===== src/rtl/fetch_stage.sv =====
// ---------------------------------------------------------------------------
// fetch_stage
//
// Instruction-fetch stage that sits directly in front of the IF/ID register.
// It owns the PC and keeps at most one instruction-memory request in flight.
// It presents the fetched word and its pc+4 to IF/ID, and holds them while the
// hazard unit stalls. Branch/jump redirects resolved in ID replace the PC.
// A wrong-path fetch that is already in flight is dropped when its data
// returns.
//
// Parameters
//   RESET_PC        PC loaded on reset. Bits [1:0] are forced to zero.
//
// Ports
//   clk             rising-edge clock
//   rst_n           asynchronous active-low reset
//   imem_req        request valid; high only while waiting to issue
//   imem_addr       request address; always equal to the current PC
//   imem_ready      memory accepts the request this cycle (when imem_req=1)
//   imem_rvalid     read-data valid; one pulse per accepted request
//   imem_rdata      fetched instruction word
//   stall_in        pipeline freeze; hold the delivered instruction
//   redirect_valid  one-cycle taken branch/jump pulse from ID
//   redirect_pc     new PC; bits [1:0] ignored
//   instruction     instruction to IF/ID; zero (NOP) whenever valid_out=0
//   pc_plus_4       address of the delivered instruction + 4; holds last value
//   valid_out       instruction/pc_plus_4 are valid this cycle
//
// Build option
//   FETCH_PERF_EN   when defined, adds 32-bit wrapping counters:
//                   perf_fetched   - captured responses
//                   perf_discarded - dropped (wrong-path) responses
//                   perf_stall     - S_OUT cycles held by stall_in
// ---------------------------------------------------------------------------
module fetch_stage #(
  parameter logic [31:0] RESET_PC = 32'h0000_0000
) (
  input  logic        clk,
  input  logic        rst_n,
  output logic        imem_req,
  output logic [31:0] imem_addr,
  input  logic        imem_ready,
  input  logic        imem_rvalid,
  input  logic [31:0] imem_rdata,
  input  logic        stall_in,
  input  logic        redirect_valid,
  input  logic [31:0] redirect_pc,
  output logic [31:0] instruction,
  output logic [31:0] pc_plus_4,
  output logic        valid_out
`ifdef FETCH_PERF_EN
  ,
  output logic [31:0] perf_fetched,
  output logic [31:0] perf_discarded,
  output logic [31:0] perf_stall
`endif
);

  typedef enum logic [1:0] {
    S_REQ  = 2'd0,
    S_WAIT = 2'd1,
    S_OUT  = 2'd2
  } state_e;

  localparam logic [31:0] RESET_PC_AL = {RESET_PC[31:2], 2'b00};

  state_e      state_q, state_d;
  logic [31:0] pc_q, pc_d;
  logic        drop_q, drop_d;
  logic        valid_q, valid_d;
  logic [31:0] instr_q, instr_d;
  logic [31:0] pcp4_q, pcp4_d;

  logic [31:0] redir_pc;
  logic [31:0] pc_inc;
  logic        unused_redirect_lsb;

  // Word alignment: the low two bits of a redirect target are discarded.
  assign redir_pc            = {redirect_pc[31:2], 2'b00};
  assign unused_redirect_lsb = ^redirect_pc[1:0];
  // Wraps modulo 2^32, so 32'hFFFF_FFFC + 4 yields 32'h0.
  assign pc_inc              = pc_q + 32'd4;

  assign imem_req    = (state_q == S_REQ);
  assign imem_addr   = pc_q;
  assign instruction = instr_q;
  assign pc_plus_4   = pcp4_q;
  assign valid_out   = valid_q;

  // ---- state register ----
  always_ff @(posedge clk or negedge rst_n) begin
    if (!rst_n) begin
      state_q <= S_REQ;
      pc_q    <= RESET_PC_AL;
      drop_q  <= 1'b0;
      valid_q <= 1'b0;
      instr_q <= 32'd0;
      pcp4_q  <= 32'd0;
    end else begin
      state_q <= state_d;
      pc_q    <= pc_d;
      drop_q  <= drop_d;
      valid_q <= valid_d;
      instr_q <= instr_d;
      pcp4_q  <= pcp4_d;
    end
  end

  // ---- next-state / output logic ----
  always_comb begin
    state_d = state_q;
    pc_d    = pc_q;
    drop_d  = drop_q;
    valid_d = valid_q;
    instr_d = instr_q;
    pcp4_d  = pcp4_q;

    unique case (state_q)
      S_REQ: begin
        // A redirect always wins the PC. If the memory accepted the old-PC
        // request in the same cycle, its response is wrong-path and must be
        // dropped when it arrives.
        if (redirect_valid) begin
          pc_d = redir_pc;
        end
        if (imem_ready) begin
          state_d = S_WAIT;
          if (redirect_valid) begin
            drop_d = 1'b1;
          end
        end
      end

      S_WAIT: begin
        if (!imem_rvalid) begin
          if (redirect_valid) begin
            pc_d   = redir_pc;
            drop_d = 1'b1;
          end
        end else if (drop_q || redirect_valid) begin
          // Wrong-path response: throw the data away and refetch.
          drop_d  = 1'b0;
          state_d = S_REQ;
          if (redirect_valid) begin
            pc_d = redir_pc;
          end
        end else begin
          instr_d = imem_rdata;
          pcp4_d  = pc_inc;
          pc_d    = pc_inc;
          valid_d = 1'b1;
          state_d = S_OUT;
        end
      end

      S_OUT: begin
        // Redirect outranks stall: the held instruction is on the wrong path.
        if (redirect_valid) begin
          valid_d = 1'b0;
          instr_d = 32'd0;
          pc_d    = redir_pc;
          state_d = S_REQ;
        end else if (!stall_in) begin
          valid_d = 1'b0;
          instr_d = 32'd0;
          state_d = S_REQ;
        end
      end

      default: begin
        state_d = S_REQ;
      end
    endcase
  end

`ifdef FETCH_PERF_EN
  logic        ev_fetch;
  logic        ev_discard;
  logic        ev_stall;
  logic [31:0] perf_fetched_q;
  logic [31:0] perf_discarded_q;
  logic [31:0] perf_stall_q;

  assign ev_fetch   = (state_q == S_WAIT) && imem_rvalid && !drop_q && !redirect_valid;
  assign ev_discard = (state_q == S_WAIT) && imem_rvalid && (drop_q || redirect_valid);
  assign ev_stall   = (state_q == S_OUT) && stall_in && !redirect_valid;

  // ---- performance counters ----
  always_ff @(posedge clk or negedge rst_n) begin
    if (!rst_n) begin
      perf_fetched_q   <= 32'd0;
      perf_discarded_q <= 32'd0;
      perf_stall_q     <= 32'd0;
    end else begin
      if (ev_fetch) begin
        perf_fetched_q <= perf_fetched_q + 32'd1;
      end
      if (ev_discard) begin
        perf_discarded_q <= perf_discarded_q + 32'd1;
      end
      if (ev_stall) begin
        perf_stall_q <= perf_stall_q + 32'd1;
      end
    end
  end

  assign perf_fetched   = perf_fetched_q;
  assign perf_discarded = perf_discarded_q;
  assign perf_stall     = perf_stall_q;
`endif

endmodule


===== config.mk =====
export PLATFORM = sky130hd
export DESIGN_NAME = fetch_stage
export DESIGN_NICKNAME = d
export VERILOG_FILES = /design/src/rtl/fetch_stage.sv
export SDC_FILE = /design/constraint.sdc
export NUM_CORES = 1
export LEC_CHECK = 0
export ABC_CLOCK_PERIOD_IN_PS = 2460
export BUFFER_PORTS_ARGS = -buffer_cell sky130_fd_sc_hd__buf_2
export CAP_MARGIN = 20
export CORE_ASPECT_RATIO = 1.4
export CORE_MARGIN = 4
export CORE_UTILIZATION = 50
export CTS_CLUSTER_DIAMETER = 60
export DETAILED_ROUTE_END_ITERATION = 10
export GPL_TIMING_DRIVEN = 0
export PLACE_DENSITY = 0.8
export SYNTH_ARGS = -nofsm -noshare
export SYNTH_HDL_FRONTEND = slang
export SYNTH_SLANG_ARGS = --single-unit

===== constraint.sdc =====
create_clock -name clk -period 2.46 [get_ports clk]
set_input_delay 0.369 -clock clk [delete_from_list [all_inputs] [get_ports clk]]
set_output_delay 0.369 -clock clk [all_outputs]
set_load 0.02 [all_outputs]

==> flow_summary_export.csv <==
group,metric,value,unit
status,run_status,"finished, violations left",
status,failing_checks,"negative hold slack",
floorplanning,floorplan.die_area,0.0113,mm2
yosys,syn_inst,526,
route,wl,14400,um
floorplanning,coreArea,0.00946,mm2
grt,antenna_found_initial,0,
cts,cts.repair.resized,0,
cells_and_area,diodes,0,
cts,clk_pin_slew,70,ps
route,detailed_routing_iterations_pass_1,6,
grt,total_congestion_overflow,0,
setup_path,crit_arrival,2500,ps
yosys,top_post_synthesis_cells_by_area,"sky130_fd_sc_hd__dfrtp_1, sky130_fd_sc_hd__nand2_1, sky130_fd_sc_hd__nand3_1",
yosys,synthMostInstantiatedCell,"sky130_fd_sc_hd__nand2_1",
cts,tritoncts_clock_tree,"done",
cts,clk_path_buf_depth,2,
timing,max-slew-margin-rel,45.7,%
yosys,yosysTopAreaCellShare,51.9,%
route,routed_wire_length_per_instance,17.6,um
setup_path,slowest_library_cell_on_the_worst_path,"sky130_fd_sc_hd__clkbuf_1",
route,drt_iter0_markers,382,
timing,fin_crit_sh,92.2,%
place,placedInstanceArea,0.00581,mm2
timing,fmaxAchievable,0.441,GHz
cts,tritoncts.num_buffers,9,
setup_path,critPathMaxFanout,10,
yosys,syn_nets,597,
run,max_cap_violations,0,
grt,groute.usage.overall,26.3,%
yosys,synth_ff_type,"sky130_fd_sc_hd__dfrtp_1",
yosys,post_synth.cell_area_avg,9.17,um2
floorplanning,die-width,91.0,um
yosys,synthesized_area_fraction_occupied_by_ao_oa_aoi_and_oai_cells,13.1,%
yosys,yosys_register_bits,100,
floorplanning,top_level_ports,168,
yosys,synthAdderAreaFrac,0.259,%
setup_path,max_stage_delay,530,ps
cells_and_area,multi_input_comb_area,0.00212,mm2
timing,timing.final.hold_violations,8,
yosys,synth_top_family_by_area,"simple AND/OR/NAND/NOR gates",
cells_and_area,area.growth.synth_to_final,27.1,%
setup_path,critical_path_buf_inv_count,2,
cells_and_area,fillers,789,
yosys,post_synth_and_or_nand_nor_area_fraction,24.6,%
timing,post-route-min-period,2270,ps
cts,worst_skew_pair.late_latency,350,ps
yosys,synth.largest_area_cell,"sky130_fd_sc_hd__dfrtp_1",
route,vias,4690,
place,gp_congestion,0.898,
yosys,yosysWarningCount,0,
setup_path,path_cells,"clkbuf_1 -> nand2_1 -> o21ai_0 -> clkbuf_1 -> a21oi_1 -> o221a_2",
floorplanning,starting_density,51.0,%
cells_and_area,final_net_count,773,
setup_path,critical_path.top_delay_family,"buffers and inverters",
floorplanning,fp.dieH,124,um
setup_path,worst_setup_path_end_kind,"flop",
timing,timing.clock.skew,7.45,ps
timing,grt_setup_unrepaired,"no",
yosys,synth_cell_types,48,
grt,grt_pass1_wl,24200,um
cts,tritoncts_num_sinks,100,
min_path,min-delay-path-class,"input port to async pin",
yosys,asyncSetResetFlopFracSynth,100,%
setup_path,category_of_the_worst_setup_path_launch_point,"flop",
cells_and_area,post_route_cells_drive_above_1_share,29.7,%
yosys,yosys-mux-area-fraction,1.04,%
cts,cts_max_level,3,
yosys,count_of_flip_flops_with_a_built_in_enable_after_synthesis,0,
timing,slew_violations,0,
route,vias_per_cell,5.74,
timing,fin_setup_tns,0,ps
grt,via_count_of_the_first_global_routing_pass,4878,
yosys,synth_area,0.00483,mm2
route,drt.antenna.violating_nets,0,
cts,cts.root.buffer_cell,"sky130_fd_sc_hd__clkbuf_16",
cts,post-cts-setup-buffers,0,
place,detailed_place_hpwl,10700,um
timing,worst_slew_pin_slew,806,ps
pwr,power_density,1050,mW/mm2
route,route.detailed.drc,0,
yosys,commonest_cells_in_the_synthesized_netlist,"sky130_fd_sc_hd__nand2_1, sky130_fd_sc_hd__dfrtp_1, sky130_fd_sc_hd__nand3_1",
floorplanning,floorplan.rows,42,
yosys,synth_xor_area_share,4.90,%
cells_and_area,layout.cell_area.non_filler,0.00613,mm2
place,port-buffer-count,164,
setup_path,class_of_the_most_critical_setup_path,"flop to flop",
cells_and_area,ff_latch_area,0.00250,mm2
yosys,seq_area_frac_synth,51.9,%
pwr,irDropWorstVdd,593,uV
cts,cts_hold_repair.buffers,0,
pwr,total_leakage_power,3.07,nW
timing,setup_viol,0,
setup_path,cp_common_cell,"sky130_fd_sc_hd__clkbuf_1",
timing,fin_hold_ws,-9.27,ps
setup_path,worst-endpoint-required,2690,ps
grt,grt_max_degree,64,
-- sequential cells by signal (all words and copies together) (netlist names) --
signal and cells:
valid_out 1, state_q 2, pc_plus_4 32, imem_addr 32, instruction 32, drop_q 1
-- metrics by stage --
| step | power (mW) | worst slack [ps] | std cells | hold WS, ps | utilization (%) |
|---|---|---|---|---|---|
| CTS | 6.49 | 207 | 817 | 12.0 | 64.8 |
| finish | 6.45 | 193 | 817 | -9.27 | 64.8 |
| detailed placement | 4.97 | 136 | 801 | 376 | 61.5 |
| global placement | 4.88 | 31.2 | 800 | 457 | 61.2 |
| global route | 6.85 | 11.0 | 817 | 30.4 | 64.8 |
| floorplan | 4.02 | 589 | 526 | 73.4 | - |
-- layer usage --
layer	track usage [%]	routed length [um]	up-vias
li1	-	-	2195
met1	32.8	5530	2220
met2	42.9	7020	241
met3	6.60	1370	34
met4	12.2	476	0
met5	0	0	-
-- report_power, final --
part | switching [mW] | internal [mW]
Clock | 0.608 | 0.914
Combinational | 1.53 | 0.801
Sequential | 0.396 | 2.20
-- cell usage in the layout (no fill, tap or decap), types with 5 or more instances in the layout --
cell	count
sky130_fd_sc_hd__clkbuf_16	9
sky130_fd_sc_hd__clkbuf_1	19
sky130_fd_sc_hd__buf_2	178
sky130_fd_sc_hd__a22oi_1	6
sky130_fd_sc_hd__inv_1	10
sky130_fd_sc_hd__nand2_1	121
sky130_fd_sc_hd__nor3_1	9
sky130_fd_sc_hd__o22ai_1	7
sky130_fd_sc_hd__o21ai_0	44
sky130_fd_sc_hd__nor2_1	18
sky130_fd_sc_hd__and3_1	6
sky130_fd_sc_hd__o21ai_1	5
sky130_fd_sc_hd__mux2i_1	5
sky130_fd_sc_hd__xor2_1	11
sky130_fd_sc_hd__nand3_1	49
sky130_fd_sc_hd__a21oi_1	23
sky130_fd_sc_hd__xnor2_1	16
sky130_fd_sc_hd__dfrtp_1	100
sky130_fd_sc_hd__nand4_1	11
-- worst register-to-register path, cell delays in order, from the launching register on --
cell and delay [ps]:
sky130_fd_sc_hd__dfrtp_1 380, sky130_fd_sc_hd__clkbuf_1 380, sky130_fd_sc_hd__nand2_1 150, sky130_fd_sc_hd__o21ai_0 340, sky130_fd_sc_hd__clkbuf_1 530, sky130_fd_sc_hd__a21oi_1 110
sky130_fd_sc_hd__o221a_2 270
-- area by class of cell --
type,instances,share of cell area [%]
sequential,100,40.8
multi-input combinational,380,34.6
timing repair buffer,165,13.9
clock buffer,11,3.96
buffer,36,2.69
tap,110,2.24
clock inverter,5,1.22
inverter,10,0.612
-- kinds of logic after synthesis --
| kind of cell | count (synthesis) |
|---|---|
| compound gates | 107 |
| xor+xnor | 27 |
| fa+ha+maj | 1 |
| buf+inv | 46 |
| flops | 100 |
| mux | 5 |
| simple gates | 240 |
-- path summary, 6_finish.rpt --
kind / startpoint / endpoint / slack (ps) / cells after the start
max reg2reg: state_q[0] / imem_addr[9] / 190 / 6
min in group clk: imem_rdata[19] / instruction[19] / 210 / 3
min reg2reg: pc_plus_4[11] / pc_plus_4[11] / 470 / 2
max in group asynchronous: rst_n / imem_addr[25] / 1780 / 2
max: state_q[0] / imem_addr[9] / 190 / 6
min: rst_n / pc_plus_4[5] / -9 / 1
No activity file was read; power rests on OpenSTA's default activity.
